===== config.mk =====
export PLATFORM = sky130hd
export DESIGN_NAME = commit_trace_tx_flat
export DESIGN_NICKNAME = d
export VERILOG_FILES = /design/src/rtl/commit_trace_tx_if.sv /design/src/rtl/commit_trace_tx.sv /design/src/flat_wrapper.sv
export SDC_FILE = /design/constraint.sdc
export NUM_CORES = 1
export LEC_CHECK = 0
export CAP_MARGIN = 30
export CORE_MARGIN = 4
export CORE_UTILIZATION = 43
export DETAILED_ROUTE_END_ITERATION = 10
export PLACE_DENSITY_LB_ADDON = 0.12
export SLEW_MARGIN = 40
export SYNTH_ARGS = -nofsm -noshare
export SYNTH_HDL_FRONTEND = slang
export SYNTH_SLANG_ARGS = --single-unit
export TNS_END_PERCENT = 30

===== constraint.sdc =====
create_clock -name clk -period 14.4 [get_ports clk]
set_input_delay 1.44 -clock clk [delete_from_list [all_inputs] [get_ports clk]]
set_output_delay 1.44 -clock clk [all_outputs]
set_load 0.05 [all_outputs]

===== src/rtl/commit_trace_tx_if.sv =====
// Trace record link between the commit-trace transmitter and the off-core receiver.
// The transmitter is the master: it offers a record with valid and the receiver accepts it with ready.
interface commit_trace_tx_if;
    logic        trace_valid;
    logic        trace_ready;
    logic [3:0]  trace_kind;
    logic [15:0] trace_a;
    logic [15:0] trace_b;

    modport master (
        output trace_valid,
        output trace_kind,
        output trace_a,
        output trace_b,
        input  trace_ready
    );

    modport slave (
        input  trace_valid,
        input  trace_kind,
        input  trace_a,
        input  trace_b,
        output trace_ready
    );
endinterface


===== src/rtl/commit_trace_tx.sv =====
// Commit-trace transmitter: turns per-cycle commit events into fixed-format trace
// records and queues them in a FIFO drained over a valid/ready link.
// Optional feature macro: TRACE_SUMMARY_EN adds performance counters, the DUMP
// state and summary records of kinds 4..9 appended after the HALT record.
module commit_trace_tx #(
    parameter int DEPTH = 8,
    parameter int CNT_W = 32
) (
    input  logic        clk,
    input  logic        rst_n,
    input  logic        reg_wr,
    input  logic [2:0]  reg_sel,
    input  logic [15:0] reg_data,
    input  logic        mem_rd,
    input  logic        mem_wr,
    input  logic [15:0] mem_addr,
    input  logic [15:0] mem_rdata,
    input  logic [15:0] mem_wdata,
    input  logic        halt,
    input  logic        icache_req,
    input  logic        icache_hit,
    input  logic        dcache_req,
    input  logic        dcache_hit,
    output logic        commit_stall,
    output logic        trace_done,
    commit_trace_tx_if.master trace
);

    localparam int PW = $clog2(DEPTH);
    localparam int CW = PW + 1;

    typedef enum logic [1:0] {
        ST_RUN,
        ST_DUMP,
        ST_DRAIN,
        ST_DONE
    } state_t;

    typedef struct packed {
        logic [3:0]  kind;
        logic [15:0] a;
        logic [15:0] b;
    } rec_t;

    state_t        state_q, state_d;
    rec_t          fifoMem_q [DEPTH];
    logic [PW-1:0] wrPtr_q, wrPtr_d;
    logic [PW-1:0] rdPtr_q, rdPtr_d;
    logic [CW-1:0] count_q, count_d;
    logic [CW-1:0] freeSlots;

    logic          sampled;
    logic          popFire;
    logic          validOut;
    rec_t          headRec;

    logic [3:0]    pushEn;
    rec_t          pushRec [4];
    logic [PW-1:0] pushOfs [4];
    logic [2:0]    pushCnt;

`ifdef TRACE_SUMMARY_EN
    logic [CNT_W-1:0] cnt_q [6];
    logic [5:0]       cntInc;
    logic [2:0]       dumpIdx_q, dumpIdx_d;
    logic [CNT_W-1:0] sumVal;
    logic             dumpPush;
`else
    logic             unusedStrobes;
    logic [CNT_W-1:0] unusedCntWidth;
    assign unusedStrobes  = ^{icache_req, icache_hit, dcache_req, dcache_hit};
    assign unusedCntWidth = '0;
`endif

    // Status and link outputs, all derived from registered state so the producer never sees a comb loop.
    always_comb begin
        freeSlots    = CW'(DEPTH) - count_q;
        commit_stall = (freeSlots < CW'(4)) || (state_q != ST_RUN);
        sampled      = (state_q == ST_RUN) && !commit_stall;
        trace_done   = (state_q == ST_DONE);
        validOut     = (count_q != '0);
        headRec      = fifoMem_q[rdPtr_q];
        popFire      = validOut && trace.trace_ready;
    end

    assign trace.trace_valid = validOut;
    assign trace.trace_kind  = validOut ? headRec.kind : 4'h0;
    assign trace.trace_a     = validOut ? headRec.a    : 16'h0;
    assign trace.trace_b     = validOut ? headRec.b    : 16'h0;

`ifdef TRACE_SUMMARY_EN
    // Counter increment strobes in summary-record order: CYC, INST, DCHIT, ICHIT, DCREQ, ICREQ.
    always_comb begin
        cntInc    = '0;
        cntInc[0] = (state_q == ST_RUN);
        cntInc[1] = sampled && (halt || reg_wr || mem_wr);
        cntInc[2] = sampled && dcache_hit;
        cntInc[3] = sampled && icache_hit;
        cntInc[4] = sampled && dcache_req;
        cntInc[5] = sampled && icache_req;
    end

    // Saturating performance counters; they stop moving once the FSM leaves RUN, freezing the summary.
    always_ff @(posedge clk) begin
        if (!rst_n) begin
            for (int k = 0; k < 6; k++) cnt_q[k] <= '0;
        end else begin
            for (int k = 0; k < 6; k++) begin
                if (cntInc[k] && (cnt_q[k] != '1)) cnt_q[k] <= cnt_q[k] + CNT_W'(1);
            end
        end
    end

    // Select the counter whose summary record is emitted this DUMP cycle.
    always_comb begin
        sumVal   = '0;
        dumpPush = (state_q == ST_DUMP) && (freeSlots != '0);
        case (dumpIdx_q)
            3'd0:    sumVal = cnt_q[0];
            3'd1:    sumVal = cnt_q[1];
            3'd2:    sumVal = cnt_q[2];
            3'd3:    sumVal = cnt_q[3];
            3'd4:    sumVal = cnt_q[4];
            3'd5:    sumVal = cnt_q[5];
            default: sumVal = '0;
        endcase
        dumpIdx_d = dumpIdx_q;
        if (dumpPush) dumpIdx_d = (dumpIdx_q == 3'd5) ? 3'd0 : dumpIdx_q + 3'd1;
    end

    // Summary record index register.
    always_ff @(posedge clk) begin
        if (!rst_n) dumpIdx_q <= 3'd0;
        else        dumpIdx_q <= dumpIdx_d;
    end
`endif

    // Build up to four records per cycle and pack the enabled ones into consecutive FIFO slots.
    always_comb begin
        pushEn  = '0;
        pushCnt = '0;
        for (int k = 0; k < 4; k++) begin
            pushRec[k] = '0;
            pushOfs[k] = '0;
        end
        if (sampled) begin
            pushEn     = {halt, mem_wr, mem_rd, reg_wr};
            pushRec[0] = {4'd0, 13'b0, reg_sel, reg_data};
            pushRec[1] = {4'd1, mem_addr, mem_rdata};
            pushRec[2] = {4'd2, mem_addr, mem_wdata};
            pushRec[3] = {4'd3, 16'h0, 16'h0};
        end
`ifdef TRACE_SUMMARY_EN
        else if (dumpPush) begin
            pushEn[0]  = 1'b1;
            pushRec[0] = {4'd4 + {1'b0, dumpIdx_q}, sumVal[31:16], sumVal[15:0]};
        end
`endif
        for (int k = 0; k < 4; k++) begin
            pushOfs[k] = PW'(pushCnt);
            pushCnt    = pushCnt + {2'b0, pushEn[k]};
        end
    end

    // FIFO pointer and occupancy next-state; pointers wrap naturally because DEPTH is a power of two.
    always_comb begin
        wrPtr_d = wrPtr_q + PW'(pushCnt);
        rdPtr_d = rdPtr_q + PW'(popFire);
        count_d = count_q + CW'(pushCnt) - CW'(popFire);
    end

    // FIFO bookkeeping registers; reset flushes any queued records.
    always_ff @(posedge clk) begin
        if (!rst_n) begin
            wrPtr_q <= '0;
            rdPtr_q <= '0;
            count_q <= '0;
        end else begin
            wrPtr_q <= wrPtr_d;
            rdPtr_q <= rdPtr_d;
            count_q <= count_d;
        end
    end

    // FIFO storage; contents need no reset because occupancy gates what is visible.
    always_ff @(posedge clk) begin
        if (rst_n) begin
            for (int k = 0; k < 4; k++) begin
                if (pushEn[k]) fifoMem_q[wrPtr_q + pushOfs[k]] <= pushRec[k];
            end
        end
    end

    // FSM state register.
    always_ff @(posedge clk) begin
        if (!rst_n) state_q <= ST_RUN;
        else        state_q <= state_d;
    end

    // FSM next state: RUN until halt, optional summary dump, drain the FIFO, then stay done.
    always_comb begin
        state_d = state_q;
        case (state_q)
            ST_RUN: begin
                if (sampled && halt) begin
`ifdef TRACE_SUMMARY_EN
                    state_d = ST_DUMP;
`else
                    state_d = ST_DRAIN;
`endif
                end
            end
            ST_DUMP: begin
`ifdef TRACE_SUMMARY_EN
                if (dumpPush && (dumpIdx_q == 3'd5)) state_d = ST_DRAIN;
`else
                state_d = ST_DRAIN;
`endif
            end
            ST_DRAIN: begin
                if (count_q == '0) state_d = ST_DONE;
            end
            ST_DONE: state_d = ST_DONE;
            default: state_d = ST_RUN;
        endcase
    end

endmodule


===== src/flat_wrapper.sv =====
// flat-port wrapper written by rule: the top's interface ports become plain ports
module commit_trace_tx_flat 
#(
    parameter int DEPTH = 8,
    parameter int CNT_W = 32
)
  (clk, rst_n, reg_wr, reg_sel, reg_data, mem_rd, mem_wr, mem_addr, mem_rdata, mem_wdata, halt, icache_req, icache_hit, dcache_req, dcache_hit, commit_stall, trace_done, trace_trace_valid, trace_trace_kind, trace_trace_a, trace_trace_b, trace_trace_ready);
  commit_trace_tx_if trace_i ();
  input  logic clk;
  input  logic rst_n;
  input  logic reg_wr;
  input  logic [2:0] reg_sel;
  input  logic [15:0] reg_data;
  input  logic mem_rd;
  input  logic mem_wr;
  input  logic [15:0] mem_addr;
  input  logic [15:0] mem_rdata;
  input  logic [15:0] mem_wdata;
  input  logic halt;
  input  logic icache_req;
  input  logic icache_hit;
  input  logic dcache_req;
  input  logic dcache_hit;
  output logic commit_stall;
  output logic trace_done;
  output wire logic [$bits(trace_i.trace_valid)-1:0] trace_trace_valid;
  output wire logic [$bits(trace_i.trace_kind)-1:0] trace_trace_kind;
  output wire logic [$bits(trace_i.trace_a)-1:0] trace_trace_a;
  output wire logic [$bits(trace_i.trace_b)-1:0] trace_trace_b;
  input wire logic [$bits(trace_i.trace_ready)-1:0] trace_trace_ready;
  assign trace_trace_valid = trace_i.trace_valid;
  assign trace_trace_kind = trace_i.trace_kind;
  assign trace_trace_a = trace_i.trace_a;
  assign trace_trace_b = trace_i.trace_b;
  assign trace_i.trace_ready = trace_trace_ready;
  commit_trace_tx #(.DEPTH(DEPTH), .CNT_W(CNT_W)) u_core (.clk(clk), .rst_n(rst_n), .reg_wr(reg_wr), .reg_sel(reg_sel), .reg_data(reg_data), .mem_rd(mem_rd), .mem_wr(mem_wr), .mem_addr(mem_addr), .mem_rdata(mem_rdata), .mem_wdata(mem_wdata), .halt(halt), .icache_req(icache_req), .icache_hit(icache_hit), .dcache_req(dcache_req), .dcache_hit(dcache_hit), .commit_stall(commit_stall), .trace_done(trace_done), .trace(trace_i));
endmodule

# Word level (Yosys, flattened, before mapping)
# Memories as Yosys holds them, arrays and structs flattened. A register that Yosys moved wholly into a read port is not among the register bits.
# Index checks and enable logic that the tools add are counted.
dict set report word_totals {
  register_bits 12
  mem_bits_rw 288
  in_bits 78
  output_inout_bits 39
  elab_cells 53
  n_memories 1
}
dict set report op_classes {
  add_sub_neg 11
  magnitude_cmp 1
  n_eq_ne 5
  n_mux 21
  reduce_logical 10
}
# name words word_bits rd rd_ports_with_merged_regs write_ports line_no
set memory_table {}
lappend memory_table {u_core.fifoMem_q 8 36 1 1 4 commit_trace_tx.sv:46} ;# rec_t fifoMem_q [DEPTH];
# operator count
set op_table {}
lappend op_table {{$mux W127} 1}
lappend op_table {{$mux W16} 2}
lappend op_table {{$add A3 B1 Y3} 4}
lappend op_table {{$mux W1} 12}
lappend op_table {{$add A3 B3 Y3} 3}
lappend op_table {{$mux W4} 2}
lappend op_table {{$pmux W2 S4} 1}
lappend op_table {{$add A4 B3 Y4} 1}
lappend op_table {{$eq A2 B2 Y1 const B} 2}
lappend op_table {{$logic_not A4 Y1} 1}
lappend op_table {{$lt A4 B3 Y1 const B} 1}
lappend op_table {{$mux W2} 2}
lappend op_table {{$reduce_bool A4 Y1} 1}
lappend op_table {{$sub A4 B1 Y4} 1}
lappend op_table {{$sub A4 B4 Y4 const A} 1}
lappend op_table {{$logic_and A1 B1 Y1} 3}
lappend op_table {{$mux W3} 1}
lappend op_table {{$add A1 B1 Y2} 1}
lappend op_table {{$eq A2 B1 Y1 const B} 1}
lappend op_table {{$logic_not A2 Y1} 1}
lappend op_table {{$ne A2 B1 Y1 const B} 1}
lappend op_table {{$ne A2 B2 Y1 const B} 1}
lappend op_table {{$reduce_and A2 Y1} 1}
lappend op_table {{$reduce_bool A2 Y1} 1}
lappend op_table {{other kinds (2)} 2}

# Depth between registers and ports, before layout
# Gate-level depths: netlist of run 1.
dict set report logic_depth {
  depth_word 11
  mapped_depth 20
  ltp_nobuf 15
}

# Worst setup path after synthesis of run 1
# OpenSTA, ideal clock, no wires.
dict set report synth_timing {
  path_type {reg2reg}
  from {register u_core.count_q[3]}
  to {memory u_core.fifoMem_q[1][10] (netlist name)}
  setup_ns 0.117
  arrival_ns 4.555
  required_ns 14.283
  slack_ns 9.728
  path_stages_with_launch 19
  n_path_buf 7
  synth_period_minus_slack_ns 4.672
  cell_sequence {dfxtp_1 -> buf_4 -> or4b_4 -> o211a_2 -> buf_2 -> buf_2 -> buf_4 -> buf_2 -> buf_2 -> and2_1 -> ha_1 -> ha_1 -> fa_1 -> and4b_1 -> o2111ai_1 -> nor2_1 -> a21oi_1 -> buf_2 -> a32o_1}
}
# item line_no
set synth_lines {}
lappend synth_lines {{start, declared} commit_trace_tx.sv:49} ;# logic [CW-1:0] count_q, count_d;
lappend synth_lines {{start signal, assigned} commit_trace_tx.sv:181} ;# count_q <= count_d;
lappend synth_lines {{end, declared} commit_trace_tx.sv:46}

==> impl_results.md, run 1 <==
* Outcome: finished, final reports clean
* WP data required at 14.65 ns
* Sequential Power Share at 0.290
* Final min period at 5.380 ns
* Boundary Pins at 117
* Synth cell types at 78
* Initial antenna violation count at 3
* Slowest cell on crit path: a21oi_4
* Grt ovf at 0
* Worst-Margin Slew at 0.9074 ns
* Max Cap Viol at 0
* VDD IR max at 175.9 uV
* WHS Path Cells at 2
* Post-synth top area cell: dfxtp_1
* Startpoint Class: flop
* Die area at 0.04200 mm^2
* Register area share after synthesis at 0.3505
* Synth Cell Area at 0.01668 mm^2
* First-pass GRT wire length at 100.2 mm
* Cell count after synthesis at 1,859
* Combinational fraction of design power at 0.520
* CTS tree: done
* R2r worst-path depth at 12
* Psw at 2.099 mW
* Syn avg cell area at 8.972 um^2
* P&R area growth vs syn at 15.15%
* Sum Neg Setup Slack at 0 ns
* # setup viols final at 0
* CP endpoint kind: flop
* Switching part of the total at 0.4484
* Clk slew on worst S/H paths at 0.06 ns
* Top cell type's share of synthesized area at 0.3217
* Final Max Slew Viols at 0
* Kind of cell adding the most delay to the critical path: compound AO/OA/AOI/OAI gates
* Die X at 204.9 um
* Synth area leaders: dfxtp_1, mux4_2, nand3_1
* Dpl hpwl at 40.68 mm
* Die H at 204.9 um
* Number of DRC markers in iteration 0 at 1,719
* # resized after CTS at 0
* Gr usage total at 0.3134
* Most Frequent Cell on Critical Path: inv_1
* Drt wl/cell at 28.45 um
* Total CTS buffers at 35
* GP Congestion at 0.8499
* Total Power at 4.681 mW
* Fin crit share at 0.3736
* Synth Flop Type: dfxtp_1
* ANT nets after route at 0
* Pleak at 6.794 nW
* Ys async rst share at 0
* Max incr delay on CP at 0.75 ns
* Number of global-route vias before repair at 15,400
* EDFF count, synth at 16
* Worst-path fanout max at 55
* Root buf cell: clkbuf_16
* Critical path depth at 12
* Initial Util at 0.4397
* Core Box Area at 0.03793 mm^2
* CP arrival at 5.63 ns
* Input/output buffers at 110
* Clk_lat worst skew at 0.53 ns
* Maximum clock rate at 185.9 MHz
* Largest net degree at the start of global routing at 157
* Buffers plus inverters on the worst setup path at 3
* Max-slew headroom at 0.3951
* Synthesis Warnings at 0
* Initial DRT Pass Iterations at 5
* Core Rows at 71
* #FFs+latches synth at 284
* Final wirelength at 67.75 mm
* Layout filler cell count at 3,491
* H-tree Lvls at 2
* CP Class: flop to flop
* HP Class: flop to flop
* Post-CTS setup buffer count at 0
* Pint at 2.582 mW
* Vias after detailed routing at 16,070
* Unrepaired setup endpoints after global routing: no
* Clock power frac at 0.190
* Clock skew at 0.01881 ns
* Worst-path cell chain: o21ai_1, o211a_4, inv_2, nor2_1, ha_1, inv_1, fa_1, xor2_1, or3_1, nand3_2, a21oi_4, inv_1
* PwrDens at 243.7 mW/mm^2
* Layout cell share with drive strength beyond 1 at 0.1578
* Final net count at 1,942
* Final hold vios at 0
* CTS sink count at 284
* Bufs on Longest Clock Path at 3
* DR vias/cell at 6.749
* Remaining DRCs at 0
* Post-CTS Hold Buffers at 0
-- placed cells by master, fill, tap and decap left out, drive strengths merged, types with 6 or more instances in the layout --
cell type / count
or2: 42
o32ai: 9
nand3: 250
a22o: 31
nor4: 7
clkdlybuf4s50: 110
mux2i: 60
o31ai: 9
nor2: 87
a22oi: 14
and3: 32
a221o: 15
a21oi: 136
and2: 52
buf: 50
a311oi: 13
o21ai: 95
nor3: 31
clkinv: 10
nor3b: 34
clkbuf: 49
mux4: 68
inv: 35
ha: 15
o2bb2ai: 29
xor2: 6
a31oi: 50
edfxtp: 16
xnor2: 7
nand4: 8
dfxtp: 268
nand2: 60
a211oi: 52
o221a: 16
a32o: 23
o21a: 19
-- worst paths after layout --
path | endpoint | slack (ns) | start
worst max-delay path | u_core.fifoMem_q[6][32] | 9.02 | u_core.count_q[1]
worst min-delay path | u_core.fifoMem_q[3][11] | 0.46 | u_core.fifoMem_q[3][11]
worst max register to register | u_core.fifoMem_q[6][32] | 9.02 | u_core.count_q[1]
worst min register to register | u_core.fifoMem_q[3][11] | 0.46 | u_core.fifoMem_q[3][11]
-- power by group through the flow --
stage	Clock, mW	Combinational (mW)	Sequential [mW]
after global routing	0.921	2.59	1.39
after detailed placement	0	2.39	1.36
after floorplan	0	1.73	1.27
after CTS	0.895	2.39	1.35
after global placement	0	2.33	1.35
final	0.889	2.43	1.36
-- flip-flops by register name, summed over array words and instances (netlist names) --
signal,cells
u_core.count_q,4
u_core.fifoMem_q,272
u_core.rdPtr_q,3
u_core.state_q,2
u_core.wrPtr_q,3
-- area by class of cell --
| type | count | area, um^2 | area share |
|---|---|---|---|
| multi-input combinational | 1329 | 9930 | 0.5170 |
| sequential | 284 | 5854 | 0.3048 |
| timing repair buffer | 160 | 1515 | 0.07889 |
| clock buffer | 49 | 1010 | 0.05257 |
| tap | 511 | 639.4 | 0.03329 |
| clock inverter | 13 | 127.6 | 0.006645 |
| inverter | 34 | 127.6 | 0.006645 |
| antenna | 1 | 2.502 | 0.0001303 |
-- routing by layer --
metal / global-route usage / vias to the layer above / wire length, um
met5: 0 / - / 13
met4: 0.1170 / 2 / 2422
met3: 0.06221 / 171 / 6463
met2: 0.4750 / 921 / 29820
met1: 0.4443 / 7976 / 29030
li1: - / 6999 / -
-- cells by family after synthesis --
group,after synthesis,share of synthesized area
and+or+nand+nor,634,0.2084
AOI/OAI and AO/OA,529,0.2186
DFF,284,0.3505
buffers and inverters,247,0.06602
muxes,129,0.1285
adders and majority gates,20,0.01725
xor gates and xnor gates,15,0.01050
other,1,0.0002248
-- tightest hold or removal path, delay by kind of cell, from the launching register on --
family          cells  cell delay, ns
flops               1            0.31
compound gates      1            0.05
buf+inv             1            0.05
-- synth_stat cells (4+ instances only) --
master and count:
a211oi_1 52, a21o_1 4, a21oi_1 132, a21oi_2 4, a221o_1 15, a22o_1 31, a22oi_1 14, a311oi_1 13
a31oi_1 50, a32o_1 23, and2_1 49, and3_1 32, and4_1 5, buf_1 23, buf_2 80, buf_4 15
clkbuf_1 91, dfxtp_1 268, edfxtp_1 16, fa_1 5, ha_1 15, inv_1 32, mux2i_1 60, mux4_2 68
nand2_1 58, nand3_1 250, nand4_1 6, nor2_1 87, nor2b_1 5, nor3_1 24, nor3_2 5, nor3b_1 32
nor4_1 5, o21a_1 19, o21ai_0 90, o221a_2 16, o2bb2ai_1 29, o31ai_1 7, o32ai_1 9, or2_2 42
or3_1 4, or4_1 5, xnor2_1 5, xor2_1 6
-- through the flow --
step | hold WS (ns) | area [um^2] | utilization | instances | setup WS [ns]
3_5_place_dp | 0.4458 | 18050 | 0.4758 | 2318 | 8.506
5_1_grt | 0.4778 | 19200 | 0.5063 | 2380 | 8.783
2_1_floorplan | 0.4277 | 16680 | - | 1860 | 9.728
6_report | 0.4646 | 19210 | 0.5063 | 2381 | 9.020
3_3_place_gp | 0.4407 | 17900 | 0.4719 | 2312 | 8.121
4_1_cts | 0.4598 | 19190 | 0.5058 | 2380 | 9.050
No activity file was read; power rests on OpenSTA's default activity.
==> inputs of run 2 (changes only) <==
- clock period: 14.4 -> 4.9 ns (I/O delays scaled with it)
==> run 2 against run 1 <==
  * Clock skew fell by 0.0089 ns
  * Core utilization rose by 0.66 points
  * Via count fell by 0.89%
  * Power rose to 3.0 times the previous value
  * Sequential power rose to 2.9 times the previous value
  * Sequential share of layout area fell by 0.38 points
  * Routed wire length fell by 2.1%
  * Clock power rose to 3.0 times the previous value
  * Cell count rose by 1.2%
  * Die area did not move
  * Critical path depth did not move
  * Critical endpoint is now u_core.fifoMem_q[3][7]
  * Largest cell class unchanged
  * Largest power group unchanged
==> impl_results.md, run 2 (synthesis results as in run 1) <==
* Outcome: finished, final reports clean
* Initial antenna violation count at 0 (-3)
* Final hold vios at 0 (unchanged)
* Clk slew on worst S/H paths at 0.06 ns (about the same)
* VDD IR max at 448.6 uV (+160%)
* Core Box Area at 0.03793 mm^2 (unchanged)
* P&R area growth vs syn at 16.65%
* Max-slew headroom at 0.4493 (+0.05428)
* Most common library cell in the layout ignoring fill and taps: dfxtp_1
* CP endpoint kind: flop
* GP Congestion at 0.8802 (+3.6%)
* Dpl hpwl at 41.27 mm (+1.4%)
* Met2 usage at 0.4782 (+0.003204)
* Final core utilization at 0.5129 (+0.006564)
* Hold Worst Slack at 0.4507 ns (-0.01390 ns)
* Post-CTS Hold Buffers at 0 (unchanged)
* Max Cap Viol at 0 (unchanged)
* CP arrival at 4.84 ns (-0.79 ns)
* Worst-path fanout max at 20 (-64%)
* Vias after detailed routing at 15,930 (-0.89%)
* Most frequent cells in the layout: dfxtp_1, nand3_1, a21oi_1
* # resized after CTS at 0 (unchanged)
* Top Usage Layer GRT: met2
* Fin crit share at 0.9089 (+0.5353)
* Input/output buffers at 110 (unchanged)
* Clk_lat worst skew at 0.54 ns (about the same)
* Total CTS buffers at 36 (+2.9%)
* CP Class: flop to flop
* Die H at 204.9 um (unchanged)
* # setup viols final at 0 (unchanged)
* HP Class: flop to flop
* Final Max Slew Viols at 0 (unchanged)
* Startpoint Class: flop
* GRT met1 Usage at 0.4210 (-0.02332)
* CTS sink count at 284 (unchanged)
* Final wirelength at 66.29 mm (-2.1%)
* Drt wl/cell at 27.52 um (-3.3%)
* H-tree Lvls at 2 (unchanged)
* Bufs on Longest Clock Path at 3 (unchanged)
* GR Util met3 at 0.07029 (+0.008073)
* Sum Neg Setup Slack at 0 ns (unchanged)
* Number of global-route vias before repair at 15,680 (+1.8%)
* Root buf cell: clkbuf_16
* Pleak at 6.957 nW (+2.4%)
* DR vias/cell at 6.611 (-2.0%)
* Final net count at 1,970 (+1.4%)
* Maximum clock rate at 224.5 MHz (+21%)
* Initial DRT Pass Iterations at 5 (unchanged)
* Die area at 0.04200 mm^2 (unchanged)
* Layout filler cell count at 3,480 (-0.32%)
* CTS tree: done
* First-pass GRT wire length at 98.19 mm (-2.0%)
* Worst-Margin Slew at 0.8260 ns (-0.08142 ns)
* Post-CTS setup buffer count at 0 (unchanged)
* ANT nets after route at 0 (unchanged)
* Core Rows at 71 (unchanged)
* Max FFs per register at 272 (unchanged)
* Unrepaired setup endpoints after global routing: no
* Number of DRC markers in iteration 0 at 1,920 (+12%)
* Grt ovf at 0 (unchanged)
* Boundary Pins at 117 (unchanged)
* Initial Util at 0.4397 (unchanged)
* Die X at 204.9 um (unchanged)
* Final min period at 4.453 ns (-0.9264 ns)
* PwrDens at 714.8 mW/mm^2 (+190%)
* Antenna cells at 0 (-1)
* Layout cell share with drive strength beyond 1 at 0.1644 (+0.006545)
* Clock skew at 0.009915 ns (-0.008896 ns)
* Remaining DRCs at 0 (unchanged)
* Gr usage total at 0.3066 (-0.006800)
* Largest net degree at the start of global routing at 192 (+22%)
* WP data required at 5.29 ns (-9.36 ns)
[run 2: cell count changes in the layout (fill, tap and decap cells not counted), moves of 4 or more]
| cell | delta |
|---|---|
| buf_4 | +26 |
| clkinv_1 | -5 |
| buf_6 | -4 |
| clkbuf_1 | +4 |
[run 2: metal layers]
layer | share of wire | wire length (um) | vias up
li1 | - | - | 7032
met1 | 0.42 | 27570 | 7898
met2 | 0.46 | 30250 | 849
met3 | 0.10 | 6733 | 147
met4 | 0.026 | 1734 | 0
met5 | 0 | 0 | -
[run 2: path summary, 6_finish.rpt]
kind | from | to | slack [ns] | depth (start not counted)
max | u_core.count_q[3] | u_core.fifoMem_q[3][7] | 0.45 | 12
min | u_core.fifoMem_q[3][5] | u_core.fifoMem_q[3][5] | 0.45 | 2
max reg2reg | u_core.count_q[3] | u_core.fifoMem_q[3][7] | 0.45 | 12
min reg2reg | u_core.fifoMem_q[3][5] | u_core.fifoMem_q[3][5] | 0.45 | 2
[run 2: power by group]
group | total (mW) | switching [mW] | leakage [nW] | internal (mW)
logic | 7.23 | 4.43 | 4.00 | 2.80
registers | 3.99 | 0.624 | 2.38 | 3.37
clock network | 2.68 | 1.07 | 0.580 | 1.62
[run 2: layout make-up]
| class | count | area [um^2] | share of cell area |
|---|---|---|---|
| Tap cell | 511 | 639.4 | 0.03286 |
| Inverter | 34 | 127.6 | 0.006560 |
| Timing Repair Buffer | 187 | 1793 | 0.09216 |
| Clock inverter | 9 | 98.84 | 0.005081 |
| Sequential cell | 284 | 5857 | 0.3010 |
| Clock buffer | 55 | 1075 | 0.05524 |
| Multi-Input combinational cell | 1329 | 9864 | 0.5070 |
[run 2: critical path, cell delays in order (launching register included)]
cell and delay [ns]:
dfxtp_1 0.48, or4b_4 0.55, o211a_4 0.20, and2_1 0.17, ha_1 0.31, ha_1 0.21
fa_1 0.43, xnor3_1 0.39, nand2_1 0.16, nor3_2 0.24, buf_4 0.37, a21o_1 0.59
o32ai_1 0.20
[run 2: metrics by stage]
| step | instances | setup slack, ns | instance area, um^2 | total power, mW |
|---|---|---|---|---|
| final | 2409 | 0.4465 | 19450 | 13.91 |
| after global routing | 2409 | 0.3169 | 19450 | 14.56 |
| after floorplan | 1860 | 0.2277 | 16680 | 8.812 |
| after detailed placement | 2343 | 0.5574 | 18230 | 11.07 |
| after CTS | 2407 | 0.5283 | 19400 | 13.75 |
| after global placement | 2339 | 0.6004 | 18110 | 10.82 |
